File: config.mk
export PLATFORM = sky130hd
export DESIGN_NAME = clk_mux_ctrl_flat
export DESIGN_NICKNAME = d
export VERILOG_FILES = /design/src/rtl/clk_mux_ctrl_if.sv /design/src/rtl/clk_mux_ctrl.sv /design/src/flat_wrapper.sv
export SDC_FILE = /design/constraint.sdc
export NUM_CORES = 1
export LEC_CHECK = 0
export CAP_MARGIN = 20
export CORE_AREA = 3 3 45 47
export CTS_CLUSTER_DIAMETER = 40
export DETAILED_ROUTE_END_ITERATION = 12
export DIE_AREA = 0 0 48 50
export MAX_ROUTING_LAYER = met4
export PLACE_DENSITY_LB_ADDON = 0.2
export SLEW_MARGIN = 10
export SYNTH_ARGS = -nofsm -noshare
export SYNTH_HDL_FRONTEND = slang
export SYNTH_SLANG_ARGS = --single-unit
File: constraint.sdc
create_clock -name clk_i -period 3.8 [get_ports clk_i]
set_input_delay 0.38 -clock clk_i [delete_from_list [all_inputs] [get_ports clk_i]]
set_output_delay 0.38 -clock clk_i [all_outputs]
set_load 0.05 [all_outputs]
File: src/rtl/clk_mux_ctrl_if.sv
// clk_mux_ctrl_if
//   Groups the request handshake, the clock-alive status, the mux select and the
//   status pulses of the clock-mux sequencer.
//   master : requester / monitor side. Drives the request, the alive flags and
//            auto_en_i. Observes ready, the selects and the status pulses.
//   slave  : the sequencer (clk_mux_ctrl).
//   Signal names keep their original _i/_o suffixes, so they still read from the
//   sequencer's point of view.
interface clk_mux_ctrl_if;
  logic req_valid_i;
  logic req_sel_i;
  logic req_ready_o;
  logic clk0_alive_i;
  logic clk1_alive_i;
  logic auto_en_i;
  logic sel_o;
  logic cur_sel_o;
  logic busy_o;
  logic done_o;
  logic err_o;
  logic failover_o;

  modport master (
    output req_valid_i, req_sel_i, clk0_alive_i, clk1_alive_i, auto_en_i,
    input  req_ready_o, sel_o, cur_sel_o, busy_o, done_o, err_o, failover_o
  );

  modport slave (
    input  req_valid_i, req_sel_i, clk0_alive_i, clk1_alive_i, auto_en_i,
    output req_ready_o, sel_o, cur_sel_o, busy_o, done_o, err_o, failover_o
  );
endinterface

File: src/rtl/clk_mux_ctrl.sv
// clk_mux_ctrl
//   Sequencer for a glitch-free 2:1 clock mux. It runs on the always-on control
//   clock and owns the mux select. Switch requests arrive over a valid/ready
//   handshake, and a request for a clock that is not running is rejected. After
//   sel_o changes, the block stays busy for SETTLE_CYCLES so that the mux
//   synchronizers can hand over. If auto_en_i is set and the active clock has
//   been dead for FAIL_CYCLES cycles, the block fails over to the other clock.
// Ports
//   clk_i   : always-on control clock, rising edge
//   srst_i  : synchronous reset, active high
//   bus     : clk_mux_ctrl_if.slave
//             request  : req_valid_i, req_sel_i, req_ready_o (combinational)
//             status   : clk0_alive_i, clk1_alive_i (already synchronized), auto_en_i
//             mux      : sel_o (live select), cur_sel_o (committed select)
//             pulses   : done_o, err_o, failover_o (one cycle each), busy_o (SETTLE)
module clk_mux_ctrl #(
  parameter int unsigned SETTLE_CYCLES = 16,
  parameter int unsigned FAIL_CYCLES   = 8
) (
  input logic           clk_i,
  input logic           srst_i,
  clk_mux_ctrl_if.slave bus
);

  localparam int unsigned CNT_W = (SETTLE_CYCLES > 1) ? $clog2(SETTLE_CYCLES) : 1;
  localparam int unsigned FC_W  = $clog2(FAIL_CYCLES + 1);

  localparam logic [CNT_W-1:0] SETTLE_LOAD = CNT_W'(SETTLE_CYCLES - 1);
  localparam logic [FC_W-1:0]  FAIL_MAX    = FC_W'(FAIL_CYCLES);

  typedef enum logic {
    IDLE,
    SETTLE
  } state_t;

  state_t           state;
  logic [CNT_W-1:0] cnt;
  logic [FC_W-1:0]  fail_cnt;
  logic             auto_q;
  logic             sel_q;
  logic             cur_q;
  logic             busy_q;
  logic             done_q;
  logic             err_q;
  logic             fo_q;

  logic alive_cur;
  logic alive_oth;
  logic alive_tgt;
  logic fail_trig;
  logic ready;
  logic accept;

  always_comb begin
    alive_cur = cur_q ? bus.clk1_alive_i : bus.clk0_alive_i;
    alive_oth = cur_q ? bus.clk0_alive_i : bus.clk1_alive_i;
    alive_tgt = bus.req_sel_i ? bus.clk1_alive_i : bus.clk0_alive_i;
    fail_trig = (state == IDLE) & bus.auto_en_i & (fail_cnt == FAIL_MAX) & alive_oth;
    ready     = (state == IDLE) & ~fail_trig & ~srst_i;
    accept    = bus.req_valid_i & ready;
  end

  always_ff @(posedge clk_i) begin
    if (srst_i) begin
      state    <= IDLE;
      cnt      <= '0;
      fail_cnt <= '0;
      auto_q   <= 1'b0;
      sel_q    <= 1'b0;
      cur_q    <= 1'b0;
      busy_q   <= 1'b0;
      done_q   <= 1'b0;
      err_q    <= 1'b0;
      fo_q     <= 1'b0;
    end else begin
      done_q <= 1'b0;
      err_q  <= 1'b0;
      fo_q   <= 1'b0;
      case (state)
        IDLE: begin
          if (fail_trig) begin
            // Failover wins over any request presented in the same cycle.
            // The request sees ready low, so it is not accepted.
            sel_q    <= ~cur_q;
            auto_q   <= 1'b1;
            cnt      <= SETTLE_LOAD;
            fail_cnt <= '0;
            busy_q   <= 1'b1;
            state    <= SETTLE;
          end else begin
            if (bus.auto_en_i && !alive_cur) begin
              if (fail_cnt != FAIL_MAX) fail_cnt <= fail_cnt + 1'b1;
            end else begin
              fail_cnt <= '0;
            end
            if (accept) begin
              if (bus.req_sel_i == cur_q) begin
                done_q <= 1'b1;
              end else if (!alive_tgt) begin
                err_q <= 1'b1;
              end else begin
                sel_q    <= bus.req_sel_i;
                auto_q   <= 1'b0;
                cnt      <= SETTLE_LOAD;
                fail_cnt <= '0;
                busy_q   <= 1'b1;
                state    <= SETTLE;
              end
            end
          end
        end
        SETTLE: begin
          // Changes in the alive flags do not abort a switch in progress.
          if (cnt == '0) begin
            cur_q  <= sel_q;
            done_q <= ~auto_q;
            fo_q   <= auto_q;
            busy_q <= 1'b0;
            state  <= IDLE;
          end else begin
            cnt <= cnt - 1'b1;
          end
        end
        default: state <= IDLE;
      endcase
    end
  end

  assign bus.req_ready_o = ready;
  assign bus.sel_o       = sel_q;
  assign bus.cur_sel_o   = cur_q;
  assign bus.busy_o      = busy_q;
  assign bus.done_o      = done_q;
  assign bus.err_o       = err_q;
  assign bus.failover_o  = fo_q;

endmodule

File: src/flat_wrapper.sv
// flat-port wrapper written by rule: the top's interface ports become plain ports
module clk_mux_ctrl_flat 
#(
  parameter int unsigned SETTLE_CYCLES = 16,
  parameter int unsigned FAIL_CYCLES   = 8
)
  (clk_i, srst_i, bus_req_valid_i, bus_req_sel_i, bus_clk0_alive_i, bus_clk1_alive_i, bus_auto_en_i, bus_req_ready_o, bus_sel_o, bus_cur_sel_o, bus_busy_o, bus_done_o, bus_err_o, bus_failover_o);
  clk_mux_ctrl_if bus_i ();
  input logic clk_i;
  input logic srst_i;
  input wire logic [$bits(bus_i.req_valid_i)-1:0] bus_req_valid_i;
  input wire logic [$bits(bus_i.req_sel_i)-1:0] bus_req_sel_i;
  input wire logic [$bits(bus_i.clk0_alive_i)-1:0] bus_clk0_alive_i;
  input wire logic [$bits(bus_i.clk1_alive_i)-1:0] bus_clk1_alive_i;
  input wire logic [$bits(bus_i.auto_en_i)-1:0] bus_auto_en_i;
  output wire logic [$bits(bus_i.req_ready_o)-1:0] bus_req_ready_o;
  output wire logic [$bits(bus_i.sel_o)-1:0] bus_sel_o;
  output wire logic [$bits(bus_i.cur_sel_o)-1:0] bus_cur_sel_o;
  output wire logic [$bits(bus_i.busy_o)-1:0] bus_busy_o;
  output wire logic [$bits(bus_i.done_o)-1:0] bus_done_o;
  output wire logic [$bits(bus_i.err_o)-1:0] bus_err_o;
  output wire logic [$bits(bus_i.failover_o)-1:0] bus_failover_o;
  assign bus_i.req_valid_i = bus_req_valid_i;
  assign bus_i.req_sel_i = bus_req_sel_i;
  assign bus_i.clk0_alive_i = bus_clk0_alive_i;
  assign bus_i.clk1_alive_i = bus_clk1_alive_i;
  assign bus_i.auto_en_i = bus_auto_en_i;
  assign bus_req_ready_o = bus_i.req_ready_o;
  assign bus_sel_o = bus_i.sel_o;
  assign bus_cur_sel_o = bus_i.cur_sel_o;
  assign bus_busy_o = bus_i.busy_o;
  assign bus_done_o = bus_i.done_o;
  assign bus_err_o = bus_i.err_o;
  assign bus_failover_o = bus_i.failover_o;
  clk_mux_ctrl #(.SETTLE_CYCLES(SETTLE_CYCLES), .FAIL_CYCLES(FAIL_CYCLES)) u_core (.clk_i(clk_i), .srst_i(srst_i), .bus(bus_i));
endmodule
# Word level (Yosys, flattened, before mapping)
# Cells that the tools add are included.
[op_classes] n_mux=41 n_bitwise=13 eq_ne=9 n_addsub=2 n_reduce_logical=11
[ops] op="4-bit 2-to-1 mux" count=11
[ops] op="1-bit 2-to-1 mux" count=26
[ops] op="4-bit AND reduction" count=3
[ops] op="4-bit one-hot mux with 2 select lines" count=1
[ops] op="1-bit inverter" count=7
[ops] op="1-bit bitwise AND" count=6
[ops] op="3-bit by 1-bit != test with 1-bit output, second input constant" count=2
[ops] op="1-bit one-hot mux with 2 select lines" count=3
[ops] op="5-bit OR reduction" count=1
[ops] op="4-bit by 1-bit adder with 4-bit output, second input constant" count=1
[ops] op="4-bit equality test, second input constant" count=1
[ops] op="4-bit zero test" count=1
[ops] op="2-bit != test, second input constant" count=2
[ops] op="4-bit != test, second input constant" count=1
[ops] op="2-bit nonzero test" count=2
[ops] op="4-bit by 1-bit subtractor with 4-bit output, second input constant" count=1
[ops] op="3-bit by 2-bit != test with 1-bit output, second input constant" count=1
[ops] op="3-bit OR reduction" count=1
[ops] op="2-bit by 1-bit != test with 1-bit output, second input constant" count=1
[ops] op="2-bit AND reduction" count=1
[ops] op="1-bit equality test" count=1
[ops] op="1-bit logical AND" count=1
[ops] op="1-bit zero test" count=1
[word_totals] word_cells=86 output_inout_bits=7 input_bits=7 register_bits=16

# Depth between registers and ports, before layout
# Gate-level depths: netlist (run 1).
[depth] word_depth=11 ltp_mapped=7 mapped_depth_nobuf=7

# Worst setup path after synthesis (run 1)
# Ideal clock, no wire load.
[synth_timing] kind="register to output" start="register u_core.cur_q (netlist: u_core.bus.cur_sel_o)" end="output bus_req_ready_o" path_slack_ps=1544 arrival_time_ps=1876 stages_incl_launch_ff=5 required_time_ps=3420 n_path_buf=1 cell_sequence="dfxtp_1 buf_6 mux2i_4 o21bai_1 nor2_1"
[synth_between] elab_chain_cells=5
[synth_lines] element="start: declaration" line="clk_mux_ctrl.sv:41" source="logic cur_q;"
[synth_lines] element="start signal: assignment" line="clk_mux_ctrl.sv:115" source="cur_q <= sel_q;"
[synth_lines] element="1-bit 2-to-1 mux" line="clk_mux_ctrl.sv:56" source="alive_oth = cur_q ? bus.clk0_alive_i : bus.clk1_alive_i;"
[synth_lines] element="1-bit bitwise AND" line="clk_mux_ctrl.sv:58" source="fail_trig = (state == IDLE) & bus.auto_en_i & (fail_cnt == FAIL_MAX) & alive_oth;"
[synth_lines] element="1-bit inverter" line="clk_mux_ctrl.sv:59" source="ready = (state == IDLE) & ~fail_trig & ~srst_i;"
[synth_lines] element="1-bit bitwise AND (2 in a row)" line="clk_mux_ctrl.sv:59"
[synth_lines] element="end: declaration" line="flat_wrapper.sv:16" source="output wire logic [$bits(bus_i.req_ready_o)-1:0] bus_req_ready_o;"
# No other way between the ends.

# Worst setup path after layout (run 1)
# Same ends and word-level chain as after synthesis.

==> summary.md, run 1 <==
| Metric | Value |
|---|---|
| CP max FO | `9` |
| Gr ovfl total | `0` |
| Seq/Total Area, Yosys | `35.6%` |
| CP max stage cell | `clkdlybuf4s50_1` |
| Util after Layout | `between 60% and 70%` |
| Drt pass-1 iters | `4` |
| # diodes | `0` |
| RSZ-0062 raised after global routing | `no` |
| FP Rows | `15` |
| R2r startpoint | `u_core.bus.cur_sel_o$_SDFFE_PP0P_` |
| Core Region | `~0.0017 mm2` |
| Initial core utilization | `between 50% and 60%` |
| GR Util met3 | `approximately 3.3%` |
| Gp weighted congestion | `between 0.8 and 0.9` |
| Layout cell share with drive strength beyond 1 | `9.24%` |
| Final period utilization | `69.4%` |
| Die Y-Extent | `around 50 um` |
| Setup CP Type | `reg2out` |
| Slowest stage delay, CP | `820 ps` |
| Hold Crit Start | `u_core.cnt[3]$_SDFFE_PP0P_` |
| Max-Cap Viols | `0` |
| Hold depth | `2` |
| Drt via density | `around 5.7` |
| Hold EP | `u_core.cnt[3]$_SDFFE_PP0P_` |
| I/O Buffers | `13` |
| Antenna violations before repair | `0` |
| Die width | `between 40 and 50 um` |
| Met2 Usage GRT | `22.5%` |
| Vias | `780` |
| Worst Setup End Kind | `output pin` |
| Max Clock Freq | `0.379 GHz` |
| CTS Buf Count | `3` |
| Synth Area per Inst | `between 8 and 9 um2` |
| Post-CTS sizing | `0` |
| Leakage | `a little under 0.4 nW` |
| GRT Util Overall | `16.3%` |
| Reg area | `between 300 and 400 um2` |
| Syn Std Cell Area | `~900 um2` |
| Netlist cell types | `36` |
| Largest net degree at the start of global routing | `17` |
| Crit path max-delay family | `buffers and inverters` |
| Area growth syn-to-layout | `18.4%` |
| Status | `finished, final reports clean` |
| R2r setup slk | `about 2100 ps` |
| WL/cell | `12.2 um` |
| Root buf cell | `clkbuf_4` |
| Worst slew pin tran | `around 540 ps` |
| Clock Sinks | `16` |
| DRC violations left | `0` |
| Global-route wire length before repair | `2.80 mm` |
| Hold WC Path Type | `reg2reg` |
| VDD IR max | `around 0.27 mV` |
| Worst R2R Path Depth | `5` |
| Crit-path cells | `mux2i_4 > o21bai_1 > nor2_1 > clkdlybuf4s50_1` |
| Post-CTS setup buffer count | `0` |
| CP Buf/Inv Count | `1` |
| Final setup viols | `0` |
| WL final | `1.66 mm` |
| Slew Limit Headroom | `about 64%` |
| GRT busiest layer | `met2` |
| Nets | `around 130` |
| Yosys reg bits | `16` |
| Syn nets | `117` |
| Fin Hold WS | `around 470 ps` |
| Final Hold Fails | `0` |
| Max-slew violation count | `0` |
| Yosys warning count | `0` |
| Mapped Cells | `106` |
| Tmin final | `2640 ps` |
| CTS tree | `yes` |
| DPL Wire Length | `around 1.2 mm` |
| Layout fillers | `140` |
| Worst path arrival time | `2260 ps` |
| Worst Clk Skew | `approximately 5.7 ps` |
| CP Launch Type | `register` |
| Reg-to-reg endpoint | `u_core.cnt[0]$_SDFFE_PP0P_` |
| H-tree depth | `1` |
| Reg clk slew, reported paths | `approximately 100 ps` |
| DRT iter0 DRCs | `8` |
| Antenna-violating nets left | `0` |
| Crit path required time | `approximately 3400 ps` |
| Clock Latency Late Sink | `roughly 290 ps` |
| Number of global-route vias before repair | `about 640` |
| Ports | `14` |
| Hold Buf Count CTS | `0` |
| Multi-input gate area | `roughly 530 um2` |
| Final setup TNS | `0 ps` |
| PD cells | `between 300 and 400 mW/mm2` |
| CTS max path bufs | `2` |
| Die area | `approximately 0.0024 mm2` |
| Met1 Use GR | `between 20 and 25%` |
synth_stat cells:
master	number	area, um2
dfxtp_1	16	320
nand2_1	12	45.0
nor2_1	12	45.0
inv_1	8	30.0
nand3b_1	5	37.5
nor3_1	5	25.0
a21oi_1	4	20.0
a31oi_1	4	25.0
ha_1	4	50.1
nand3_1	4	20.0
and3_1	3	18.8
clkbuf_1	3	11.3
mux2i_1	2	20.0
o21a_1	2	15.0
a211oi_1	1	7.51
a211oi_4	1	20.0
a21o_1	1	7.51
a21oi_2	1	8.76
a2bb2oi_1	1	8.76
and2_1	1	6.26
and2b_1	1	7.51
buf_6	1	11.3
mux2i_4	1	22.5
nand2b_1	1	6.26
nand4_1	1	6.26
nand4b_1	1	8.76
nor2b_1	1	6.26
nor4b_4	1	23.8
o211a_1	1	10.0
o21ai_2	1	8.76
o21ba_2	1	10.0
o21bai_1	1	7.51
o22ai_1	1	6.26
o41ai_1	1	8.76
or2_2	1	6.26
or2b_1	1	7.51
sequential cells by signal, summed over array words and instances, names as in the netlist:
signal                 flops
u_core.bus.sel_o           1
u_core.auto_q              1
u_core.bus.cur_sel_o       1
u_core.bus.done_o          1
u_core.cnt                 4
u_core.state               1
u_core.bus.err_o           1
u_core.bus.busy_o          1
u_core.fail_cnt            4
u_core.bus.failover_o      1
worst reg2reg max path, stage by stage (launching register included):
cell      delay, ps
dfxtp_1         540
mux2i_4         340
o21bai_1        130
nor2_1          280
nor2_1          110
o211a_1         210
layer usage:
metal,up-vias,part of all wire (%)
met2,13,46
met4,0,2.2
met5,-,0
met1,367,48
met3,4,3.3
li1,396,-
power by group:
part           switching (mW)  internal, mW  total (mW)
logic                  0.0337        0.0255      0.0592
registers             0.00617         0.174       0.180
clock network          0.0537        0.0583       0.112
cell type report:
cell class / instances / share of cell area (%)
multi-input cells: 78 / 49.5
flip-flops and latches: 16 / 30.1
repair buffers: 13 / 12.2
clock buffers: 4 / 3.41
inverters: 8 / 2.82
well taps: 17 / 2.00
worst max path at each step:
stage,to,cells after the start,startpoint
3_3_place_gp,bus_req_ready_o,5,bus_clk0_alive_i
2_1_floorplan,bus_req_ready_o,4,u_core.bus.cur_sel_o$_SDFFE_PP0P_
6_report,bus_req_ready_o,4,u_core.bus.cur_sel_o$_SDFFE_PP0P_
4_1_cts,bus_req_ready_o,4,u_core.bus.cur_sel_o$_SDFFE_PP0P_
5_1_grt,bus_req_ready_o,6,u_core.fail_cnt[0]$_SDFFE_PP0N_
3_5_place_dp,bus_req_ready_o,5,bus_clk0_alive_i
logic make-up after synthesis:
family | Yosys count | synth area share, %
DFF | 16 | 35.6
muxes | 3 | 4.73
AOI/OAI and AO/OA | 21 | 18.2
adders and majority gates | 4 | 5.56
buffers and inverters | 12 | 5.84
and+or+nand+nor | 50 | 30.0
through the flow:
step	power [mW]	cells	area (um2)	worst slack [ps]
after global placement	0.242	132	1030	1240
after global routing	0.369	136	1060	945
after CTS	0.354	136	1060	1150
after floorplan	0.223	106	900	1540
after detailed placement	0.243	132	1030	1200
final	0.351	136	1060	1160
cells in the final DEF (no fill, tap or decap), types with 2 or more instances in the layout:
cell	n
nand3b_1	5
ha_1	4
and3_1	3
a31oi_1	4
mux2i_1	2
o21a_1	2
inv_1	8
dfxtp_1	16
nand2_1	12
nor3_1	5
nor2_1	12
nand3_1	4
a21oi_1	4
clkbuf_4	3
clkdlybuf4s50_1	13
Power figures use the tool's default switching activity.
==> run 2: changes to the inputs <==
--- a/config.mk
+++ b/config.mk
@@ -6,10 +6,10 @@
 export NUM_CORES = 1
 export LEC_CHECK = 0
 export CAP_MARGIN = 20
-export CORE_AREA = 3 3 45 47
+export CORE_AREA = 3 3 49 51
 export CTS_CLUSTER_DIAMETER = 40
 export DETAILED_ROUTE_END_ITERATION = 12
-export DIE_AREA = 0 0 48 50
+export DIE_AREA = 0 0 52 54
 export MAX_ROUTING_LAYER = met4
 export PLACE_DENSITY_LB_ADDON = 0.2
 export SLEW_MARGIN = 10
==> constraint.sdc (replaced) <==
create_clock -name clk_i -period 2.35 [get_ports clk_i]
set_input_delay 0.235 -clock clk_i [delete_from_list [all_inputs] [get_ports clk_i]]
set_output_delay 0.235 -clock clk_i [all_outputs]
set_load 0.05 [all_outputs]
==> summary.md, run 2 (synthesized netlist as in run 1, its figures left out) <==
| Metric | Value |
|---|---|
| Worst R2R Path Depth | `7` |
| Top flop regs | `u_core.cnt: 4 flops, u_core.fail_cnt: 4 flops` |
| Die width | `roughly 52 um` |
| Setup CP Type | `reg2out` |
| CP max FO | `6` |
| Root buf cell | `clkbuf_4` |
| Layout fillers | `180` |
| H-tree depth | `1` |
| I/O Buffers | `13` |
| Most frequent cells in the layout | `16 x dfxtp_1, 12 x nor2_1, 12 x nand2_1, 12 x clkdlybuf4s50_1, 8 x inv_1` |
| R2r startpoint | `u_core.fail_cnt[0]$_SDFFE_PP0N_` |
| Final setup viols | `0` |
| Max-slew violation count | `0` |
| FP Rows | `16` |
| Global-route wire length before repair | `roughly 3.3 mm` |
| WL/cell | `around 12 um` |
| CTS max path bufs | `2` |
| Drt via density | `around 5.3` |
| Core Region | `between 0.0015 and 0.002 mm2` |
| CP Launch Type | `register` |
| Ports | `14` |
| Hold depth | `2` |
| Final period utilization | `between 80% and 90%` |
| Status | `finished, final reports clean` |
| CTS tree | `yes` |
| Hold EP | `u_core.bus.busy_o$_SDFFE_PP0P_` |
| Crit path required time | `between 2000 and 2500 ps` |
| Final setup TNS | `0 ps` |
| Util after Layout | `between 50 and 60%` |
| Hold Buf Count CTS | `0` |
| DRT iter0 DRCs | `16` |
| VDD IR max | `between 0.3 and 0.4 mV` |
| Tmin final | `1950 ps` |
| Drt pass-1 iters | `4` |
| Multi-input gate area | `527 um2` |
| Slew Limit Headroom | `between 60% and 70%` |
| DPL Wire Length | `between 1 and 1.5 mm` |
| Hold Crit Start | `u_core.bus.busy_o$_SDFFE_PP0P_` |
| WL final | `around 1.8 mm` |
| Crit-path cells | `inv_1 > ha_1 > nand4b_1 > o21bai_1 > nor2_1 > buf_12` |
| Fin Hold WS | `between 500 and 600 ps` |
| Place WS | `a little over 500 ps` |
| DRC violations left | `0` |
| Antenna violations before repair | `0` |
| Worst Setup End Kind | `output pin` |
| Post-CTS sizing | `0` |
| R2r setup slk | `610 ps` |
| Slowest stage delay, CP | `~440 ps` |
| Hold WC Path Type | `reg2reg` |
| Total power | `around 0.57 mW` |
| Reg area | `about 320 um2` |
| CP max stage cell | `dfxtp_1` |
| Vias | `785` |
| Nets | `between 100 and 150` |
| Final instance area | `roughly 0.0011 mm2` |
| Max Clock Freq | `a little over 0.5 GHz` |
| Worst path arrival time | `about 1700 ps` |
| Clock Latency Late Sink | `around 290 ps` |
| Gp weighted congestion | `slightly below 0.8` |
| Placed Area | `0.00106 mm2` |
| Final Hold Fails | `0` |
| Reg-to-reg endpoint | `u_core.cnt[3]$_SDFFE_PP0P_` |
| Gr ovfl total | `0` |
| Antenna-violating nets left | `0` |
| Reg clk slew, reported paths | `90 ps` |
| Initial core utilization | `a little under half` |
| GRT Util Overall | `15.9%` |
| Final std cells w/o fill | `approximately 150` |
| RSZ-0062 raised after global routing | `no` |
| Number of global-route vias before repair | `between 700 and 800` |
| Worst slew pin tran | `roughly 530 ps` |
| Die Y-Extent | `about 54 um` |
| PD cells | `between 500 and 600 mW/mm2` |
| CTS Buf Count | `3` |
| Worst Clk Skew | `about 8.4 ps` |
| Area growth syn-to-layout | `21.7%` |
| Die area | `~0.0028 mm2` |
| # diodes | `0` |
| Max-Cap Viols | `0` |
| Most common cell after layout, fill and taps aside | `dfxtp_1` |
| Layout cell share with drive strength beyond 1 | `10.8%` |
| Placed cell count | `about 140` |
| Final WS setup | `404 ps` |
| Largest net degree at the start of global routing | `17` |
| Post-CTS setup buffer count | `0` |
| Clock Sinks | `16` |
| Leakage | `0.406 nW` |
-- run 2: cell types whose count changed in the layout (fill, tap and decap cells not counted), sizes merged --
| cell | delta |
|---|---|
| buf | +2 |
| clkdlybuf4s50 | -1 |
-- run 2: critical path, delay by kind of cell, from the launching register on --
| kind | cells | cell delay [ps] |
|---|---|---|
| DFF | 1 | 440 |
| and+or+nand+nor | 2 | 390 |
| buffers and inverters | 2 | 240 |
| adders and majority gates | 1 | 210 |
| AOI/OAI and AO/OA | 1 | 140 |
-- run 2: metal layers --
layer / up-vias / track usage [%] / part of all wire (%)
met5: - / - / 0
met4: 0 / 6.55 / 1.6
met3: 4 / 3.32 / 4.7
met2: 24 / 25.7 / 48
met1: 362 / 19.2 / 46
li1: 395 / - / -
-- run 2: area by class of cell --
type | instances | share of cell area (%)
Clock buffer | 4 | 3.31
Inverter | 8 | 2.74
Multi-Input combinational cell | 78 | 48.1
Sequential cell | 16 | 29.3
Tap cell | 27 | 3.09
Timing Repair Buffer | 14 | 13.5
-- run 2: power breakdown --
part	internal, mW	switching (mW)
combinational	0.0447	0.0567
clock	0.0944	0.0875
sequential	0.281	0.0109
-- run 2: worst max path at each step --
stage,end,cells after the start,startpoint,slack [ps]
after floorplan,u_core.bus.err_o$_SDFF_PP0_,5,u_core.bus.cur_sel_o$_SDFFE_PP0P_,160
after global placement,u_core.fail_cnt[2]$_SDFFE_PP0N_,5,bus_clk0_alive_i,530
after detailed placement,u_core.fail_cnt[3]$_SDFFE_PP0N_,5,bus_clk0_alive_i,510
after CTS,bus_req_ready_o,4,u_core.bus.cur_sel_o$_SDFFE_PP0P_,400
after global routing,bus_req_ready_o,6,u_core.fail_cnt[0]$_SDFFE_PP0N_,270
final,bus_req_ready_o,6,u_core.fail_cnt[0]$_SDFFE_PP0N_,400
